[src/rtl/pixel_packer_if.sv]
// rtl/pixel_packer_if.sv - pixel stream, control and memory write-port bundle for pixel_packer
//
// Purpose: groups the pixel handshake, flush/done control, oob flag and the
//   image-memory write port into one interface.
// Ports (signals):
//   in_valid/in_ready  pixel handshake; x, y, pixel carry the offered pixel
//   flush / done       end-of-frame commit request and its completion pulse
//   oob                sticky out-of-range flag
//   wraddress/data/wren  memory write port
//   clear / clear_busy frame clear request and busy flag (PIXEL_PACKER_CLEAR_EN only)
// Modports: master = pixel source / host, slave = pixel_packer.
interface pixel_packer_if #(
  parameter int ADDR_W = 16
);
  logic              in_valid;
  logic              in_ready;
  logic [9:0]        x;
  logic [9:0]        y;
  logic              pixel;
  logic              flush;
  logic              done;
  logic              oob;
  logic [ADDR_W-1:0] wraddress;
  logic [7:0]        data;
  logic              wren;
`ifdef PIXEL_PACKER_CLEAR_EN
  logic              clear;
  logic              clear_busy;
`endif

  modport master (
    output in_valid, x, y, pixel, flush,
`ifdef PIXEL_PACKER_CLEAR_EN
    output clear,
    input  clear_busy,
`endif
    input  in_ready, done, oob, wraddress, data, wren
  );

  modport slave (
    input  in_valid, x, y, pixel, flush,
`ifdef PIXEL_PACKER_CLEAR_EN
    input  clear,
    output clear_busy,
`endif
    output in_ready, done, oob, wraddress, data, wren
  );
endinterface

[src/rtl/pixel_packer.sv]
// rtl/pixel_packer.sv - packs a 1-bpp pixel stream into bytes of the dual-port image memory
//
// Purpose: accumulates binary pixels (x, y, pixel) into bytes at
//   address = y*BYTES_PER_ROW + x/8, bit x%8, and issues at most one memory write
//   per byte (overwrite, no read-modify-write).
// Ports:
//   clk, reset    clock, synchronous active-high reset
//   bus (slave)   pixel handshake, flush/done, oob, memory write port
// Optional feature: define PIXEL_PACKER_CLEAR_EN to add the clear input and
//   clear_busy output, which zero the whole frame one byte per cycle.
module pixel_packer #(
  parameter int WIDTH         = 640,
  parameter int HEIGHT        = 480,
  parameter int BYTES_PER_ROW = WIDTH / 8,
  parameter int ADDR_W        = 16
) (
  input  logic         clk,
  input  logic         reset,
  pixel_packer_if.slave bus
);

  typedef enum logic [2:0] {
    S_IDLE   = 3'd0,
    S_STREAM = 3'd1,
    S_DRAIN  = 3'd2,
`ifdef PIXEL_PACKER_CLEAR_EN
    S_CLEAR  = 3'd4,
`endif
    S_FLUSH  = 3'd3
  } state_t;

  localparam logic [9:0]  WIDTH_L  = 10'(WIDTH);
  localparam logic [9:0]  HEIGHT_L = 10'(HEIGHT);
  localparam logic [16:0] STRIDE   = 17'(BYTES_PER_ROW);
`ifdef PIXEL_PACKER_CLEAR_EN
  localparam logic [16:0] LAST_ADDR = 17'(BYTES_PER_ROW * HEIGHT - 1);
`endif

  state_t            state_q, state_d;
  logic [16:0]       acc_addr_q, acc_addr_d;
  logic [7:0]        acc_data_q, acc_data_d;
  logic              acc_live_q, acc_live_d;
  logic              flush_pend_q, flush_pend_d;
  logic              wren_q, wren_d;
  logic [ADDR_W-1:0] wraddress_q, wraddress_d;
  logic [7:0]        data_q, data_d;
  logic              done_q, done_d;
  logic              oob_q, oob_d;
`ifdef PIXEL_PACKER_CLEAR_EN
  logic [16:0]       clr_addr_q, clr_addr_d;
  logic              clear_busy_q, clear_busy_d;
`endif

  logic        run, in_ready, accept, in_range, pix_ok, pix_oob, same, flush_now;
  logic        old_c, new_c;
  logic [16:0] pix_addr;
  logic [2:0]  pix_bit;
  logic [16:0] m_addr;
  logic [7:0]  m_data;
  logic        m_live;

  assign run       = (state_q == S_IDLE) || (state_q == S_STREAM);
  assign in_ready  = run && !reset;
  assign accept    = bus.in_valid && in_ready;
  assign in_range  = (bus.x < WIDTH_L) && (bus.y < HEIGHT_L);
  assign pix_ok    = accept && in_range;
  assign pix_oob   = accept && !in_range;
  assign pix_addr  = 17'(bus.y) * STRIDE + 17'(bus.x[9:3]);
  assign pix_bit   = bus.x[2:0];
  assign same      = acc_live_q && (pix_addr == acc_addr_q);
  assign flush_now = run && bus.flush;

  // Accumulator as it stands after merging this cycle's pixel.
  always_comb begin
    m_addr = acc_addr_q;
    m_data = acc_data_q;
    m_live = acc_live_q;
    if (pix_ok) begin
      m_addr = pix_addr;
      if (!same) m_data = 8'h00;
      m_data[pix_bit] = bus.pixel;
      m_live = 1'b1;
    end
  end

  // old_c: the previous byte is displaced; new_c: the merged byte must go out now.
  // Both at once is the double commit that needs S_DRAIN.
  assign old_c = pix_ok && acc_live_q && !same;
  assign new_c = m_live && ((pix_ok && pix_bit == 3'd7) || flush_now);

  always_ff @(posedge clk) begin
    if (reset) begin
      state_q      <= S_IDLE;
      acc_addr_q   <= '0;
      acc_data_q   <= '0;
      acc_live_q   <= 1'b0;
      flush_pend_q <= 1'b0;
      wren_q       <= 1'b0;
      wraddress_q  <= '0;
      data_q       <= '0;
      done_q       <= 1'b0;
      oob_q        <= 1'b0;
`ifdef PIXEL_PACKER_CLEAR_EN
      clr_addr_q   <= '0;
      clear_busy_q <= 1'b0;
`endif
    end else begin
      state_q      <= state_d;
      acc_addr_q   <= acc_addr_d;
      acc_data_q   <= acc_data_d;
      acc_live_q   <= acc_live_d;
      flush_pend_q <= flush_pend_d;
      wren_q       <= wren_d;
      wraddress_q  <= wraddress_d;
      data_q       <= data_d;
      done_q       <= done_d;
      oob_q        <= oob_d;
`ifdef PIXEL_PACKER_CLEAR_EN
      clr_addr_q   <= clr_addr_d;
      clear_busy_q <= clear_busy_d;
`endif
    end
  end

  always_comb begin
    state_d = state_q;
    case (state_q)
      S_IDLE, S_STREAM: begin
        if (flush_now) begin
          if (old_c && new_c)     state_d = S_DRAIN;
          else if (old_c || new_c) state_d = S_FLUSH;
          else                    state_d = S_IDLE;
        end else if (old_c && new_c) begin
          state_d = S_DRAIN;
        end else if (accept) begin
          state_d = S_STREAM;
        end
      end
      S_DRAIN: state_d = (flush_pend_q || bus.flush) ? S_FLUSH : S_STREAM;
      S_FLUSH: state_d = S_IDLE;
`ifdef PIXEL_PACKER_CLEAR_EN
      S_CLEAR: if (clr_addr_q == LAST_ADDR) state_d = S_FLUSH;
`endif
      default: state_d = S_IDLE;
    endcase
`ifdef PIXEL_PACKER_CLEAR_EN
    if (bus.clear) state_d = S_CLEAR;
`endif
  end

  always_comb begin
    acc_addr_d   = acc_addr_q;
    acc_data_d   = acc_data_q;
    acc_live_d   = acc_live_q;
    flush_pend_d = flush_pend_q;
    wren_d       = 1'b0;
    wraddress_d  = wraddress_q;
    data_d       = data_q;
    done_d       = 1'b0;
    oob_d        = oob_q | pix_oob;
`ifdef PIXEL_PACKER_CLEAR_EN
    clr_addr_d   = clr_addr_q;
    clear_busy_d = clear_busy_q;
`endif
    case (state_q)
      S_IDLE, S_STREAM: begin
        acc_addr_d = m_addr;
        acc_data_d = m_data;
        acc_live_d = m_live;
        if (old_c) begin
          wren_d      = 1'b1;
          wraddress_d = acc_addr_q[ADDR_W-1:0];
          data_d      = acc_data_q;
          // A second commit stays in the accumulator for S_DRAIN.
          if (new_c) flush_pend_d = flush_now;
        end else if (new_c) begin
          wren_d      = 1'b1;
          wraddress_d = m_addr[ADDR_W-1:0];
          data_d      = m_data;
          acc_live_d  = 1'b0;
        end
        if (flush_now && !old_c && !new_c) done_d = 1'b1;
      end
      S_DRAIN: begin
        wren_d       = 1'b1;
        wraddress_d  = acc_addr_q[ADDR_W-1:0];
        data_d       = acc_data_q;
        acc_live_d   = 1'b0;
        flush_pend_d = 1'b0;
      end
      S_FLUSH: begin
        // The final write is on the port this cycle; done follows it.
        done_d = 1'b1;
`ifdef PIXEL_PACKER_CLEAR_EN
        clear_busy_d = 1'b0;
`endif
      end
`ifdef PIXEL_PACKER_CLEAR_EN
      S_CLEAR: begin
        wren_d      = 1'b1;
        wraddress_d = clr_addr_q[ADDR_W-1:0];
        data_d      = 8'h00;
        clr_addr_d  = clr_addr_q + 17'd1;
      end
`endif
      default: ;
    endcase
`ifdef PIXEL_PACKER_CLEAR_EN
    if (bus.clear) begin
      acc_live_d   = 1'b0;
      flush_pend_d = 1'b0;
      wren_d       = 1'b0;
      done_d       = 1'b0;
      clr_addr_d   = '0;
      clear_busy_d = 1'b1;
    end
`endif
  end

  assign bus.in_ready  = in_ready;
  assign bus.wren      = wren_q;
  assign bus.wraddress = wraddress_q;
  assign bus.data      = data_q;
  assign bus.done      = done_q;
  assign bus.oob       = oob_q;
`ifdef PIXEL_PACKER_CLEAR_EN
  assign bus.clear_busy = clear_busy_q;
`endif

endmodule
[src/flat_wrapper.sv]
// flat-port wrapper written by rule: the top's interface ports become plain ports
module pixel_packer_flat 
#(
  parameter int WIDTH         = 640,
  parameter int HEIGHT        = 480,
  parameter int BYTES_PER_ROW = WIDTH / 8,
  parameter int ADDR_W        = 16
)
  (clk, reset, bus_in_valid, bus_x, bus_y, bus_pixel, bus_flush, bus_in_ready, bus_done, bus_oob, bus_wraddress, bus_data, bus_wren);
  pixel_packer_if #(.ADDR_W(ADDR_W)) bus_i ();
  input  logic clk;
  input  logic reset;
  input wire logic [$bits(bus_i.in_valid)-1:0] bus_in_valid;
  input wire logic [$bits(bus_i.x)-1:0] bus_x;
  input wire logic [$bits(bus_i.y)-1:0] bus_y;
  input wire logic [$bits(bus_i.pixel)-1:0] bus_pixel;
  input wire logic [$bits(bus_i.flush)-1:0] bus_flush;
  output wire logic [$bits(bus_i.in_ready)-1:0] bus_in_ready;
  output wire logic [$bits(bus_i.done)-1:0] bus_done;
  output wire logic [$bits(bus_i.oob)-1:0] bus_oob;
  output wire logic [$bits(bus_i.wraddress)-1:0] bus_wraddress;
  output wire logic [$bits(bus_i.data)-1:0] bus_data;
  output wire logic [$bits(bus_i.wren)-1:0] bus_wren;
  assign bus_i.in_valid = bus_in_valid;
  assign bus_i.x = bus_x;
  assign bus_i.y = bus_y;
  assign bus_i.pixel = bus_pixel;
  assign bus_i.flush = bus_flush;
  assign bus_in_ready = bus_i.in_ready;
  assign bus_done = bus_i.done;
  assign bus_oob = bus_i.oob;
  assign bus_wraddress = bus_i.wraddress;
  assign bus_data = bus_i.data;
  assign bus_wren = bus_i.wren;
  pixel_packer #(.WIDTH(WIDTH), .HEIGHT(HEIGHT), .BYTES_PER_ROW(BYTES_PER_ROW), .ADDR_W(ADDR_W)) u_core (.clk(clk), .reset(reset), .bus(bus_i));
endmodule
[config.mk]
export PLATFORM = sky130hd
export DESIGN_NAME = pixel_packer_flat
export DESIGN_NICKNAME = d
export VERILOG_FILES = /design/src/rtl/pixel_packer_if.sv /design/src/rtl/pixel_packer.sv /design/src/flat_wrapper.sv
export SDC_FILE = /design/constraint.sdc
export NUM_CORES = 1
export LEC_CHECK = 0
export ABC_CLOCK_PERIOD_IN_PS = 12500
export BUFFER_PORTS_ARGS = -buffer_cell sky130_fd_sc_hd__buf_2
export CAP_MARGIN = 20
export CORE_ASPECT_RATIO = 0.8
export CORE_MARGIN = 5
export CORE_UTILIZATION = 30
export CTS_CLUSTER_SIZE = 40
export DETAILED_ROUTE_END_ITERATION = 12
export GPL_TIMING_DRIVEN = 1
export PLACE_DENSITY = 0.44
export SLEW_MARGIN = 10
export SYNTH_ARGS = -nofsm -noshare
export SYNTH_HDL_FRONTEND = slang
export SYNTH_SLANG_ARGS = --single-unit
[constraint.sdc]
create_clock -name clk -period 12.5 [get_ports clk]
set_input_delay 0.625 -clock clk [delete_from_list [all_inputs] [get_ports clk]]
set_output_delay 0.625 -clock clk [all_outputs]
set_load 0.1 [all_outputs]
; Word-level counts from Yosys, hierarchy flattened
; Index checks and enable logic that the tools add are counted.
[totals]
regBits = 57
inputBits = 25
output_inout_bits = 28
elab_cells = 89
[op_classes]
add_sub_neg = 1
multipliers = 1
n_lt_le_gt_ge = 4
eq_ne = 9
muxes = 32
n_bitwise = 1
n_reduce_logical = 30
[ops]
columns = op, n
row1 = 2-to-1 mux 16 bit, 3
row2 = 2-to-1 mux 8 bit, 5
row3 = case mux 16 bit (2 select lines), 1
row4 = adder 17 x 7 -> 17 bit, 1
row5 = equality test 17 bit, 1
row6 = case mux 8 bit (2 select lines), 1
row7 = logical AND 1 bit, 15
row8 = "multiplier 10 x 3 -> 13 bit, second input constant", 1
row9 = 2-to-1 mux 3 bit, 4
row10 = "less-than comparator 10 bit, second input constant", 1
row11 = "less-than comparator 10 x 9 -> 1 bit, second input constant", 1
row12 = 2-to-1 mux 1 bit, 9
row13 = bitwise mux 8 bit, 1
row14 = case mux 1 bit (2 select lines), 4
row15 = "equality test 3 x 2 -> 1 bit, second input constant", 2
row16 = case mux 3 bit (2 select lines), 1
row17 = zero test 1 bit, 5
row18 = logical OR 1 bit, 4
row19 = "less-than comparator 3 x 4 -> 1 bit, second input constant", 1
row20 = 2-to-1 mux 2 bit, 2
row21 = "!= test 2 x 1 -> 1 bit, second input constant", 2
row22 = "!= test 4 x 1 -> 1 bit, second input constant", 1
row23 = AND reduction 2 bit, 2
row24 = demux 1 bit (select 3 bit), 1
row25 = other kinds (9), 9

; Longest topological paths before layout
; Gate-level depths: netlist of run 1.
[logic_depth]
word_depth = 13
ltp_mapped = 20
depth_no_buf = 18

; Worst setup path after synthesis of run 1
; OpenSTA, ideal clock, no wires.
[synth_path]
path_type = input to register
from = in bus_y[1]
to = reg u_core.state_q[0]
setup_ns = 0.095
arrival_ns = 4.999
t_required_ns = 12.405
slack_ns = 7.406
cell_stages = 19
n_path_buf = 2
path_cell_list = ha_1 > ha_1 > inv_1 > fa_1 > xnor2_1 > nand3_1 > nor3_1 > nand4_4 > xnor2_1 > or4b_1 > or4_1 > buf_6 > nand2_4 > inv_2 > clkbuf_1 > ha_1 > o21ai_0 > o311ai_0 > a221oi_1
[synth_between]
elab_chain_len = 11
elab_cells_between_ends = 22
cone_classes = 1 x add/sub / 1 x mul / 1 x order compare / 2 x eq/ne / 6 x mux / 11 x reduce/logical
[synth_rtl]
columns = element, line_no
row1 = from (decl), flat_wrapper.sv:15  ; input wire logic [$bits(bus_i.y)-1:0] bus_y;
row2 = multiplier 10 x 3 -> 13 bit / less-than comparator 10 x 9 -> 1 bit (equally long branches), "pixel_packer.sv:68, pixel_packer.sv:65"
row3 = adder 17 x 7 -> 17 bit / logical AND 1 bit (equally long branches), "pixel_packer.sv:68, pixel_packer.sv:65"
row4 = equality test 17 bit / logical AND 1 bit (equally long branches), "pixel_packer.sv:70, pixel_packer.sv:66"
row5 = "logical AND 1 bit, on equally long branches", "pixel_packer.sv:70, pixel_packer.sv:89"
row6 = zero test 1 bit / logical OR 1 bit (equally long branches), n/a
row7 = "logical AND 1 bit, on equally long branches", "pixel_packer.sv:88, pixel_packer.sv:89"
row8 = logical OR 1 bit, pixel_packer.sv:131  ; else if (old_c || new_c) state_d = S_FLUSH;
row9 = 2-to-1 mux 2 bit, pixel_packer.sv:131
row10 = 2-to-1 mux 3 bit, pixel_packer.sv:130  ; if (old_c && new_c) state_d = S_DRAIN;
row11 = 2-to-1 mux 3 bit, pixel_packer.sv:129  ; if (flush_now) begin
row12 = case mux 3 bit (2 select lines), pixel_packer.sv:127  ; case (state_q)
row13 = to (signal assigned), pixel_packer.sv:108  ; state_q <= state_d;
row14 = to (decl), pixel_packer.sv:39  ; state_t state_q, state_d;
; Several ways; a longest one is shown, not always the timed one.
; A chain may end at the register's enable or synchronous reset.

; Worst setup path after layout of run 1
; Same ends and word-level chain as after synthesis.

==> run summary, run 1 <==
• completed — status
• clkbuf_16 — Root Buffer Master
• 2 — Max Buffers Root-to-Sink
• 10910 µm — Detailed Route WL
• 0% — share of flip-flops with an asynchronous set or reset after synthesis
• 12.71 ns — required arrival time at the worst endpoint
• 0 — Max Slew Vio Count
• 0 — final antenna diode count
• 74 — number of distinct library cells after synthesis
• 8024 µm — HPWL after detailed placement
• 6.749 ns — Worst Setup Slack post-DPL
• 113.8 µm — die span in y
• buf_2, ha_1, ha_1, inv_1, fa_1, xnor2_1, nand3_1, nor3_1, nand4_4, xnor2_1, or4b_1, or4_1, nand2_4, inv_2, ha_1, o21ai_0, o311ai_0, a221oi_1 — ordered list of cells on the worst path
• 30.15% — Starting Density
• 8.233 µm² — mean cell area of the mapped netlist
• 17750 µm — wire length of the first global-routing pass
• 7.101 ns — final critical-path setup slack
• 56 — number of sinks handled by clock tree synthesis
• dfxtp_1 — dominant synthesized flop cell
• 53 — total I/O pin count
• 0 — Final Hold Fails
• reg2reg — class of the tightest hold or removal check
• 5.61 ns — Arr. time, crit path
• u_core.bus.wraddress[15] — HP Start
• 107.1 mW/mm² — Power Density
• 0 — hold-fix buffer count after cts
• 0.004043 mm² — area of the mapped netlist
• 43.19% — period utilization
• 5.065 — routed via count divided by cell count
• 0.01591 mm² — total die area
• 0.07 ns — clock edge transition at the registers on the reported setup and hold paths
• flop — critical path endpoint category
• or4_1 — Slowest cell on crit path
• in2reg — WS Path Type
• 0 — residual antenna-violating net count after detailed routing
• yes — clock tree from TritonCTS
• 0.008334 ns — Clock Skew
• 6 — router iterations before antenna repair
• 52 — PortBufs
• 56 — register bit total from synthesis
• simple AND/OR/NAND/NOR gates — CP delay by family, top
• 0.30 ns — clock latency of the later-clocked register in the worst-skew pair
• 0 — remaining global-route overflow
• bus_y[1] — launching instance or port of the critical path
• 541 — Net Count, Synth
• 1.751 nW — leakage power of the design
• 190 — number of DRC violations after detailed-routing iteration 0
• 0.05688 mV — worst voltage drop across the vdd grid
• 185.2 MHz — max frequency
• u_core.acc_live_q — startpoint of the most critical register-to-register path
• 0 — Final setup viols
• 0.004405 mm² — post-detailed-placement cell area
• 0.7885 — GPL Wtd Cong
• 0.01341 mm² — placeable core area
• 27.73% — sequential-to-total area share from yosys stat
• 0 — setup fix buffers added after clock tree synthesis
• 13 — critical path fanouts, max
• 50.48% — Slew HR
• 38 — Core Rows
• 139.8 µm — DIE WIDTH
• 0.7428 ns — worst slew pin tran
• 0 — max cap viols
• 0 — count of flip-flops with a built-in enable after synthesis
• 0 — number of antenna violations at the first check in global routing
• no — unrepaired setup endpoints after global routing
• 5 — number of buffers inserted during clock tree synthesis
• 0 — Residual DRC
• 3512 — via count of the first global-routing pass
• 16.38% — proportion of layout cells with a drive suffix above 1
• 0.004549 mm² — final design instance area without fill
• 5.399 ns — min cycle time layout
• 491 — Syn Inst Count
• 0.76 ns — delay of the slowest critical-path stage
• 3 — Worst Path Buf+Inv
• 0 ns — final sum of negative setup slack
• 33.93% — final cell utilization of the core
• 15.47 µm — WL per Instance
• input pin — element type at the critical path start
• 574 — layout net count
• 0 — Yosys Warn Count
• 3571 — number of vias in the routed layout
• 0 — CTS-repair resized insts
• 12.53% — area delta synth->final
• ha_1 — most frequent cell on the critical path
• 2 — number of H-tree levels
• 66 — largest net degree at the start of global routing
• 13.67% — Tot GR Track Use
==> flip-flops by register name, summed over array words and instances (netlist names) <==
register and count:
u_core.acc_addr_q 17, u_core.bus.wraddress 16, u_core.acc_data_q 8, u_core.bus.data 8, u_core.state_q 2, u_core.acc_live_q 1, u_core.bus.done 1, u_core.bus.oob 1
u_core.bus.wren 1, u_core.flush_pend_q 1
==> routing by layer <==
metal  part of all wire (%)  track usage [%]  vias up
met3                    3.5            2.808        8
met4                   0.77            2.970        0
met2                     43            20.79       56
met1                     53            20.01     1660
met5                      0                0        -
li1                       -                -     1847
==> cells in the mapped netlist (5+ instances only) <==
master / instances / area (µm²)
nand2_1: 35 / 131.4
and2_1: 7 / 43.79
clkbuf_1: 18 / 67.56
xnor2_1: 15 / 131.4
mux2i_1: 14 / 140.1
nand3_1: 10 / 50.05
a21oi_1: 28 / 140.1
inv_1: 13 / 48.80
a2bb2oi_1: 7 / 61.31
xor2_1: 7 / 61.31
nor2b_1: 13 / 81.33
ha_1: 23 / 287.8
a21o_1: 5 / 37.54
nand2b_1: 21 / 131.4
o32ai_1: 5 / 43.79
dfxtp_1: 56 / 1121
nor3_1: 27 / 135.1
nor2_1: 46 / 172.7
a22oi_1: 5 / 37.54
o21ai_0: 21 / 105.1
a211oi_1: 14 / 105.1
buf_2: 5 / 25.02
nand4_1: 6 / 37.54
==> cells by family (layout without fill, tap and decap cells) <==
logic type	Yosys count	after routing	synth area share [%]
adders and majority gates	25	25	8.109
buffers and inverters	44	78	4.983
and+or+nand+nor	195	195	25.26
AOI/OAI and AO/OA	130	130	23.34
muxes	15	15	3.745
xor gates and xnor gates	26	26	6.840
DFF	56	56	27.73
==> area by class of cell <==
cell class | instances | area (µm²)
fill | 1469 | 8859
multi-input combinational | 391 | 2720
sequential | 56 | 1121
timing repair buffer | 55 | 282.8
tap | 180 | 225.2
clock buffer | 5 | 125.1
inverter | 15 | 56.30
clock inverter | 3 | 18.77
==> stage by stage <==
stage          std cells  hold slack [ns]  power [mW]
6_report             705           0.4528      0.4871
5_1_grt              705           0.4932      0.5181
4_1_cts              705           0.4591      0.4949
3_5_place_dp         697           0.4478      0.3484
3_3_place_gp         697           0.4408      0.3475
2_1_floorplan        491           0.4611      0.3165
==> worst register-to-register path: stages, from the launching register on <==
cell	delay [ns]
dfxtp_1	0.58
nand4_1	0.23
nor2_1	0.20
o2111ai_1	0.16
or4b_1	0.51
or4_1	0.76
nand2_4	0.21
inv_2	0.13
ha_1	0.22
o21ai_0	0.20
o311ai_0	0.17
a221oi_1	0.25
==> where the power goes <==
part | leakage [nW] | switching (mW) | total (mW) | internal [mW]
Clock | 0.0736 | 0.0690 | 0.143 | 0.0742
Sequential | 0.454 | 0.00488 | 0.189 | 0.184
Combinational | 1.22 | 0.101 | 0.155 | 0.0543
==> cells in the final DEF, fill, tap and decap left out, types with 15 or more instances in the layout <==
master and n:
nand2b_1 21, buf_2 52, nand2_1 35, o21ai_0 21, nor3_1 27, a21oi_1 28, ha_1 23, nor2_1 46
dfxtp_1 56, xnor2_1 15
==> worst paths after layout <==
check | to | slack, ns | depth (start not counted)
setup / recovery | u_core.state_q[0] | 7.10 | 18
setup reg to reg | u_core.state_q[0] | 8.79 | 11
hold reg to reg | u_core.bus.wraddress[15] | 0.45 | 2
hold / removal | u_core.bus.wraddress[15] | 0.45 | 2
Note: power is estimated with default switching activity, not from simulation.
==> inputs of run 2 (changes only) <==
--- a/config.mk
+++ b/config.mk
@@ -5,7 +5,7 @@
 export SDC_FILE = /design/constraint.sdc
 export NUM_CORES = 1
 export LEC_CHECK = 0
-export ABC_CLOCK_PERIOD_IN_PS = 12500
+export ABC_CLOCK_PERIOD_IN_PS = 4700
 export BUFFER_PORTS_ARGS = -buffer_cell sky130_fd_sc_hd__buf_2
 export CAP_MARGIN = 20
 export CORE_ASPECT_RATIO = 0.8
@@ -14,7 +14,7 @@
 export CTS_CLUSTER_SIZE = 40
 export DETAILED_ROUTE_END_ITERATION = 12
 export GPL_TIMING_DRIVEN = 1
-export PLACE_DENSITY = 0.44
+export PLACE_DENSITY = 0.46
 export SLEW_MARGIN = 10
 export SYNTH_ARGS = -nofsm -noshare
 export SYNTH_HDL_FRONTEND = slang
==> constraint.sdc (replaced) <==
create_clock -name clk -period 4.7 [get_ports clk]
set_input_delay 0.235 -clock clk [delete_from_list [all_inputs] [get_ports clk]]
set_output_delay 0.235 -clock clk [all_outputs]
set_load 0.1 [all_outputs]
==> run 2 against run 1 <==
Against the previous run:
- first-iteration DRC count is 4.2% lower
- power increased to 2.7 times the previous value
- clock skew about the same
- worst setup slack worse by 6.8 ns
- flip-flop and latch count unchanged
- worst hold slack got worse by 0.25 ns
- combinational power increased to 2.8 times the previous value
- critical path type unchanged
- highest routed layer unchanged
==> run summary, run 2 (synthesis results as in run 1) <==
• 0 — CTS-repair resized insts, unchanged
• 182 — number of DRC violations after detailed-routing iteration 0, -4.2%
• in2reg — class of the tightest hold or removal check
• 18.44% — proportion of layout cells with a drive suffix above 1, +2.1 points
• 0 — Residual DRC, unchanged
• 5 — number of buffers inserted during clock tree synthesis, unchanged
• 1442 — Filler Cell Count, -1.8%
• 2 — Max Buffers Root-to-Sink, unchanged
• 0.008687 ns — Clock Skew, +0.0003537 ns
• 14.87 µm — WL per Instance, -3.9%
• 0.004526 mm² — post-detailed-placement cell area, +2.7%
• 0 — Max Slew Vio Count, unchanged
• 1.812 nW — leakage power of the design, +3.5%
• 0 — Final setup viols, unchanged
• 0.01341 mm² — placeable core area, unchanged
• 53 — total I/O pin count, unchanged
• 65 — largest net degree at the start of global routing, -1.5%
• 139.8 µm — DIE WIDTH, unchanged
• 30.15% — Starting Density, unchanged
• 0.01591 mm² — total die area, unchanged
• 5.059 — routed via count divided by cell count, -0.13%
• 3627 — number of vias in the routed layout, +1.6%
• 3499 — via count of the first global-routing pass, -0.37%
• 717 — Non-Filler Instances, +1.7%
• 283.3 mW/mm² — Power Density, +160%
• 53.86% — Slew HR, +3.4 points
• 34.90% — final cell utilization of the core, +0.97 points
• 0 — residual antenna-violating net count after detailed routing, unchanged
• 1.326 mW — Total Power, +170%
• 17650 µm — wire length of the first global-routing pass, -0.54%
• 0.07 ns — clock edge transition at the registers on the reported setup and hold paths, about the same
• 4.90 ns — required arrival time at the worst endpoint, -7.81 ns
• dfxtp_1, buf_2, nor2_1 — highest-count cells in the layout ignoring fill and taps
• 113.8 µm — die span in y, unchanged
• in2reg — WS Path Type
• completed — status
• 32.3% — Logic pwr share, +0.5 points
• 29.8% — part of the total power dissipated in the clock network, +0.4 points
• 17 — flip-flop count of the largest register, all copies and words added, unchanged
• dfxtp_1 — most common cell after layout, fill and taps aside
• 0 — Final Hold Fails, unchanged
• 0 — max cap viols, unchanged
• 15.75% — area delta synth->final
• 7937 µm — HPWL after detailed placement, -1.1%
• 52 — PortBufs, unchanged
• 10660 µm — Detailed Route WL, -2.3%
• 225.4 MHz — max frequency
• 0 — number of antenna violations at the first check in global routing, unchanged
• input pin — element type at the critical path start
• 0 — remaining global-route overflow, unchanged
• 586 — layout net count, +2.1%
• 6 — critical path fanouts, max, -7
• 0.8589 mW — Internal Power, +170%
• flop — critical path endpoint category
• 0 — hold-fix buffer count after cts, unchanged
• u_core.acc_addr_q — Top reg by flops
• clkbuf_16 — Root Buffer Master
• 38 — Core Rows, unchanged
• 4.64 ns — Arr. time, crit path, -0.97 ns
• 2 — number of H-tree levels, unchanged
• 0.002725 mm² — multi-input combinational cell area, +0.18%
• 35.20% — switching part of the total power, -0.63 points
• 0.6921 ns — worst slew pin tran, -0.05072 ns
• yes — clock tree from TritonCTS
• 0.4666 mW — net load switching power, +170%
• 56 — number of sinks handled by clock tree synthesis, unchanged
• no — unrepaired setup endpoints after global routing
• 4.436 ns — min cycle time layout
• 0.8393 — GPL Wtd Cong, +6.4%
• 94.39% — period utilization
• 0.004679 mm² — final design instance area without fill, +2.9%
• 0 — final antenna diode count, unchanged
• 13.27% — Tot GR Track Use, -0.40 points
• 0 — setup fix buffers added after clock tree synthesis, unchanged
• 0.001121 mm² — Register Area, unchanged
• 37.9% — relative contribution of sequential cells to total power, -0.9 points
• 0.30 ns — clock latency of the later-clocked register in the worst-skew pair, about the same
• 709 — Placed Cells incl. Taps, +1.7%
• 4 — router iterations before antenna repair, -2
• 0.1539 mV — worst voltage drop across the vdd grid, +170%
• 0 ns — final sum of negative setup slack, unchanged
-- run 2: metrics by stage --
stage	hold slack (ns)	worst slack [ns]
4_1_cts	0.1994	0.2784
3_5_place_dp	0.4428	-0.03200
6_report	0.2036	0.2635
2_1_floorplan	0.3710	0.1068
5_1_grt	0.2095	0.04063
3_3_place_gp	0.4428	0.1026
-- run 2: area by class of cell --
cell class	instances	share of cell area (%)
Multi-Input combinational cell	391	58.24
Sequential cell	56	23.96
Timing Repair Buffer	67	8.503
Tap cell	180	4.813
Clock buffer	6	2.968
Inverter	15	1.203
Clock inverter	2	0.3209
-- run 2: layer usage --
metal | vias to the layer above | global-route usage [%] | wire length [µm]
met5 | - | 0 | 0
met4 | 0 | 1.937 | 52
met1 | 1688 | 18.73 | 5477
met3 | 4 | 2.934 | 412
met2 | 66 | 21.37 | 4719
li1 | 1869 | - | -
-- run 2: power by group through the flow --
stage | sequential (mW) | combinational (mW) | clock [mW]
2_1_floorplan | 0.570 | 0.272 | 0
3_3_place_gp | 0.514 | 0.422 | 0
3_5_place_dp | 0.514 | 0.427 | 0
4_1_cts | 0.503 | 0.428 | 0.409
5_1_grt | 0.505 | 0.468 | 0.427
6_report | 0.503 | 0.428 | 0.395
-- run 2: path summary, 6_finish.rpt --
check | from | to | slack [ns] | cells after the start
max reg2reg | u_core.acc_live_q | u_core.state_q[0] | 1.22 | 11
max | bus_y[1] | u_core.state_q[0] | 0.26 | 18
min reg2reg | u_core.bus.wraddress[15] | u_core.bus.wraddress[15] | 0.45 | 2
min | bus_x[6] | u_core.acc_addr_q[3] | 0.20 | 3
-- run 2: worst max-delay path, cell delays in order --
cell,delay (ns)
buf_2,0.12
ha_1,0.29
ha_1,0.23
inv_1,0.07
fa_1,0.44
nor2b_1,0.26
nand3_1,0.18
nor3_2,0.29
nand4_4,0.13
xnor2_1,0.16
or4b_1,0.50
or4_1,0.66
nand2_4,0.13
inv_2,0.06
ha_1,0.20
o21ai_0,0.22
o311ai_0,0.18
a221oi_1,0.25
==> inputs of run 3 (changes only) <==
--- a/config.mk
+++ b/config.mk
@@ -5,16 +5,18 @@
 export SDC_FILE = /design/constraint.sdc
 export NUM_CORES = 1
 export LEC_CHECK = 0
+export ABC_AREA = 1
 export ABC_CLOCK_PERIOD_IN_PS = 4700
 export BUFFER_PORTS_ARGS = -buffer_cell sky130_fd_sc_hd__buf_2
 export CAP_MARGIN = 20
 export CORE_ASPECT_RATIO = 0.8
 export CORE_MARGIN = 5
 export CORE_UTILIZATION = 30
+export CTS_BUF_LIST = sky130_fd_sc_hd__clkbuf_8
 export CTS_CLUSTER_SIZE = 40
 export DETAILED_ROUTE_END_ITERATION = 12
 export GPL_TIMING_DRIVEN = 1
-export PLACE_DENSITY = 0.46
+export PLACE_DENSITY_LB_ADDON = 0.1
 export SLEW_MARGIN = 10
 export SYNTH_ARGS = -nofsm -noshare
 export SYNTH_HDL_FRONTEND = slang
==> run 3 against run 2 <==
Against the previous run:
- core utilization shrank 1.0 points
- combinational power grew 12%
- critical path depth grew 6
- clock skew shrank 0.0027 ns
- register-to-register slack gained 0.44 ns
- synthesized area grew 1.8%
- critical endpoint unchanged
- largest power group unchanged
==> run summary, run 3 <==
• completed — status
• 84.75% — period utilization, -9.6 points
• 0.7738 ns — worst slew pin tran, +0.08171 ns
• 53 — total I/O pin count, unchanged
• 3.983 ns — min cycle time layout, -0.4533 ns
• 7676 µm — HPWL after detailed placement, -3.3%
• 0.10 ns — clock edge transition at the registers on the reported setup and hold paths, +0.03 ns
• bus_x[3] — HP Start
• input pin — element type at the critical path start
• 34 — critical path fanouts, max, +28
• 0.1259 mV — worst voltage drop across the vdd grid, -18%
• 0.004114 mm² — area of the mapped netlist, +1.8%
• 0.2314 ns — Hold Worst Slack, +0.02777 ns
• 0.44 ns — delay of the slowest critical-path stage, -0.22 ns
• 11.13% — area delta synth->final
• 2.443 nW — leakage power of the design, +35%
• nand2_1 — most common cell after layout, fill and taps aside
• no — unrepaired setup endpoints after global routing
• 17 — flip-flop count of the largest register, all copies and words added, unchanged
• 0.002476 mm² — multi-input combinational cell area, -9.1%
• 0.7788 — GPL Wtd Cong, -7.2%
• nand2_1, nor2_1, inv_1 — highest-count cells in the layout ignoring fill and taps
• fa_1 — Slowest cell on crit path
• 114.7 µm — die span in y, +0.80%
• 4 — router iterations before antenna repair, unchanged
• 0 — Yosys Warn Count, unchanged
• in2reg — WS Path Type
• nand2_1 — most frequent cell on the critical path
• in2reg — class of the tightest hold or removal check
• 2 — Max Buffers Root-to-Sink, unchanged
• u_core.acc_addr_q[0] — endpoint with the worst hold slack
• 0.7168 ns — final critical-path setup slack, +0.4533 ns
• 761 — layout net count, +30%
• 0.005989 ns — Clock Skew, -0.002698 ns
• 3 — depth of the worst hold-timing path, unchanged
• 3841 — number of vias in the routed layout, +5.9%
• 0 — Final Hold Fails, unchanged
• 0 ns — final sum of negative setup slack, unchanged
• 669 — Syn Inst Count, +36%
• u_core.acc_addr_q[2] — startpoint of the most critical register-to-register path
• 719 — Net Count, Synth, +33%
• 0 — final antenna diode count, unchanged
• 0.001121 mm² — Register Area, unchanged
• 140.9 µm — DIE WIDTH, +0.82%
• 16960 µm — wire length of the first global-routing pass, -3.9%
• 12.80% — proportion of layout cells with a drive suffix above 1, -5.6 points
• 0.01617 mm² — total die area, +1.6%
• nand2_1, nor2_1, inv_1 — ranking of synthesized cells by instance count
• 1.66 ns — worst reg2reg setup slack, +0.44 ns
• 38 — Core Rows, unchanged
• 0 — hold-fix buffer count after cts, unchanged
• 48.09% — Slew HR, -5.8 points
• 11.19 µm — WL per Instance, -25%
• 0 — count of flip-flops with a built-in enable after synthesis, unchanged
• u_core.state_q[0] — RR Endpoint
• 0.004572 mm² — final design instance area without fill, -2.3%
• u_core.acc_addr_q — Top reg by flops
• 131 — number of DRC violations after detailed-routing iteration 0, -28%
• 251.1 MHz — max frequency, +11%
• 20 — number of cells on the worst reg-to-reg path, +9
• dfxtp_1 — dominant synthesized flop cell
• 9966 µm — Detailed Route WL, -6.5%
• nand2_1 — most frequently used cell type in the post-synthesis netlist
• 43 — largest net degree at the start of global routing, -34%
• 0 — max cap viols, unchanged
• 0.01350 mm² — placeable core area, +0.71%
• buf_2, ha_1, ha_1, inv_1, fa_1, nor2_1, nand3_1, nand2_1, nand4_1, nor2_2, nand2_1, nand2_1, nand2_1, nand2_1, nand3_2, nor2_8, nand2_4, nand2_4, inv_4, ha_1, nor4_1, nor2_1, a21oi_1, nor2_1 — ordered list of cells on the worst path
• 0.004476 mm² — post-detailed-placement cell area, -1.1%
• 280.1 mW/mm² — Power Density, -1.1%
• dfxtp_1 — top cell type by total area after synthesis
• dfxtp_1, nand2_1, nor2_1, inv_1, ha_1 — cells taking the most area after synthesis
• 2 — number of H-tree levels, unchanged
• 0 — CTS-repair resized insts, unchanged
• 6.149 µm² — mean cell area of the mapped netlist, -25%
• 4.18 ns — Arr. time, crit path, -0.46 ns
• 12.65% — Tot GR Track Use, -0.63 points
• 0 — Final setup viols, unchanged
• 27.25% — sequential-to-total area share from yosys stat, -0.48 points
• 4.89 ns — required arrival time at the worst endpoint, about the same
• 30.47% — Starting Density, +0.32 points
• 0 — Residual DRC, unchanged
• 0 — Max Slew Vio Count, unchanged
• 0.3780 ns — Worst Setup Slack post-DPL, +0.4100 ns
• 56 — register bit total from synthesis, unchanged
• 52 — PortBufs, unchanged
• clkbuf_8 — Root Buffer Master
• simple AND/OR/NAND/NOR gates — CP delay by family, top
• flop — critical path endpoint category
• 0 — number of antenna violations at the first check in global routing, unchanged
• yes — clock tree from TritonCTS
• 0 — residual antenna-violating net count after detailed routing, unchanged
• 0 — remaining global-route overflow, unchanged
• 0% — share of flip-flops with an asynchronous set or reset after synthesis, unchanged
• 4.311 — routed via count divided by cell count, -15%
• 27.25% — area share of the leading cell type in the synthesized netlist, -0.48 points
• 3 — Worst Path Buf+Inv, unchanged
• 56 — number of sinks handled by clock tree synthesis, unchanged
• 0 — setup fix buffers added after clock tree synthesis, unchanged
• 35 — number of distinct library cells after synthesis, -53%
• 5 — number of buffers inserted during clock tree synthesis, unchanged
• 0.31 ns — clock latency of the later-clocked register in the worst-skew pair, about the same
• 3679 — via count of the first global-routing pass, +5.1%
• 1512 — Filler Cell Count, +4.9%
==> run 3: cell types whose count changed after synthesis, sizes merged, moves of 16 or more <==
cell / previous run / this run
nand2: 36 / 221
inv: 15 / 96
nor2: 46 / 102
nand3: 10 / 54
o21ai: 22 / 45
nand2b: 21 / 0
nor3: 27 / 7
a211oi: 18 / 1
a21oi: 31 / 15
==> run 3: through the flow <==
stage	total power, mW	util (%)	instances
6_report	1.280	33.86	891
5_1_grt	1.377	33.86	891
4_1_cts	1.306	33.86	891
3_5_place_dp	1.007	33.14	884
3_3_place_gp	1.006	33.14	884
2_1_floorplan	0.9208	-	669
==> run 3: worst max path at each step <==
stage,start,to,slack [ns],depth (start not counted)
2_1_floorplan,reset,u_core.state_q[0],1.09,15
5_1_grt,bus_y[1],u_core.state_q[0],0.29,26
3_5_place_dp,bus_y[1],u_core.state_q[0],0.38,24
3_3_place_gp,bus_y[1],u_core.state_q[0],0.50,24
6_report,bus_y[1],u_core.state_q[0],0.72,24
4_1_cts,bus_y[1],u_core.state_q[0],0.71,24
==> run 3: power by group <==
part	total, mW	switching, mW	internal (mW)
Combinational	0.478	0.347	0.131
Sequential	0.514	0.0137	0.500
Clock	0.288	0.156	0.132
==> run 3: metal layers <==
layer	vias up	track usage (%)	wire length, µm
met5	-	0	0
met4	0	1.485	44
met3	4	2.453	377
met2	43	20.92	4181
met1	1649	17.78	5362
li1	2145	-	-
==> run 3: final cells by class <==
class | count | area share (%)
inverters | 98 | 8.101
repair buffers | 55 | 6.185
multi-input cells | 495 | 54.16
flip-flops and latches | 56 | 24.52
clock buffers | 7 | 2.107
well taps | 180 | 4.926
==> run 3: cell families after synthesis <==
logic type / synth area share (%)
xor gates and xnor gates: 1.947
buffers and inverters: 12.56
DFF: 27.25
adders and majority gates: 7.969
and+or+nand+nor: 41.45
muxes: 0.9733
AOI/OAI and AO/OA: 7.847
==> run 3: worst reg2reg max path, cell delays in order (launching register included) <==
cell     delay, ns
dfxtp_1       0.34
inv_1         0.06
nand2_1       0.05
o21ai_0       0.07
nor2_1        0.09
nand2_1       0.07
nor2_1        0.12
nand4_1       0.08
nor2_1        0.11
nand2_1       0.07
nor2_2        0.12
nand3_2       0.14
nor2_8        0.18
nand2_4       0.07
nand2_4       0.23
inv_4         0.22
ha_1          0.25
nor4_1        0.42
nor2_1        0.07
a21oi_1       0.13
nor2_1        0.05
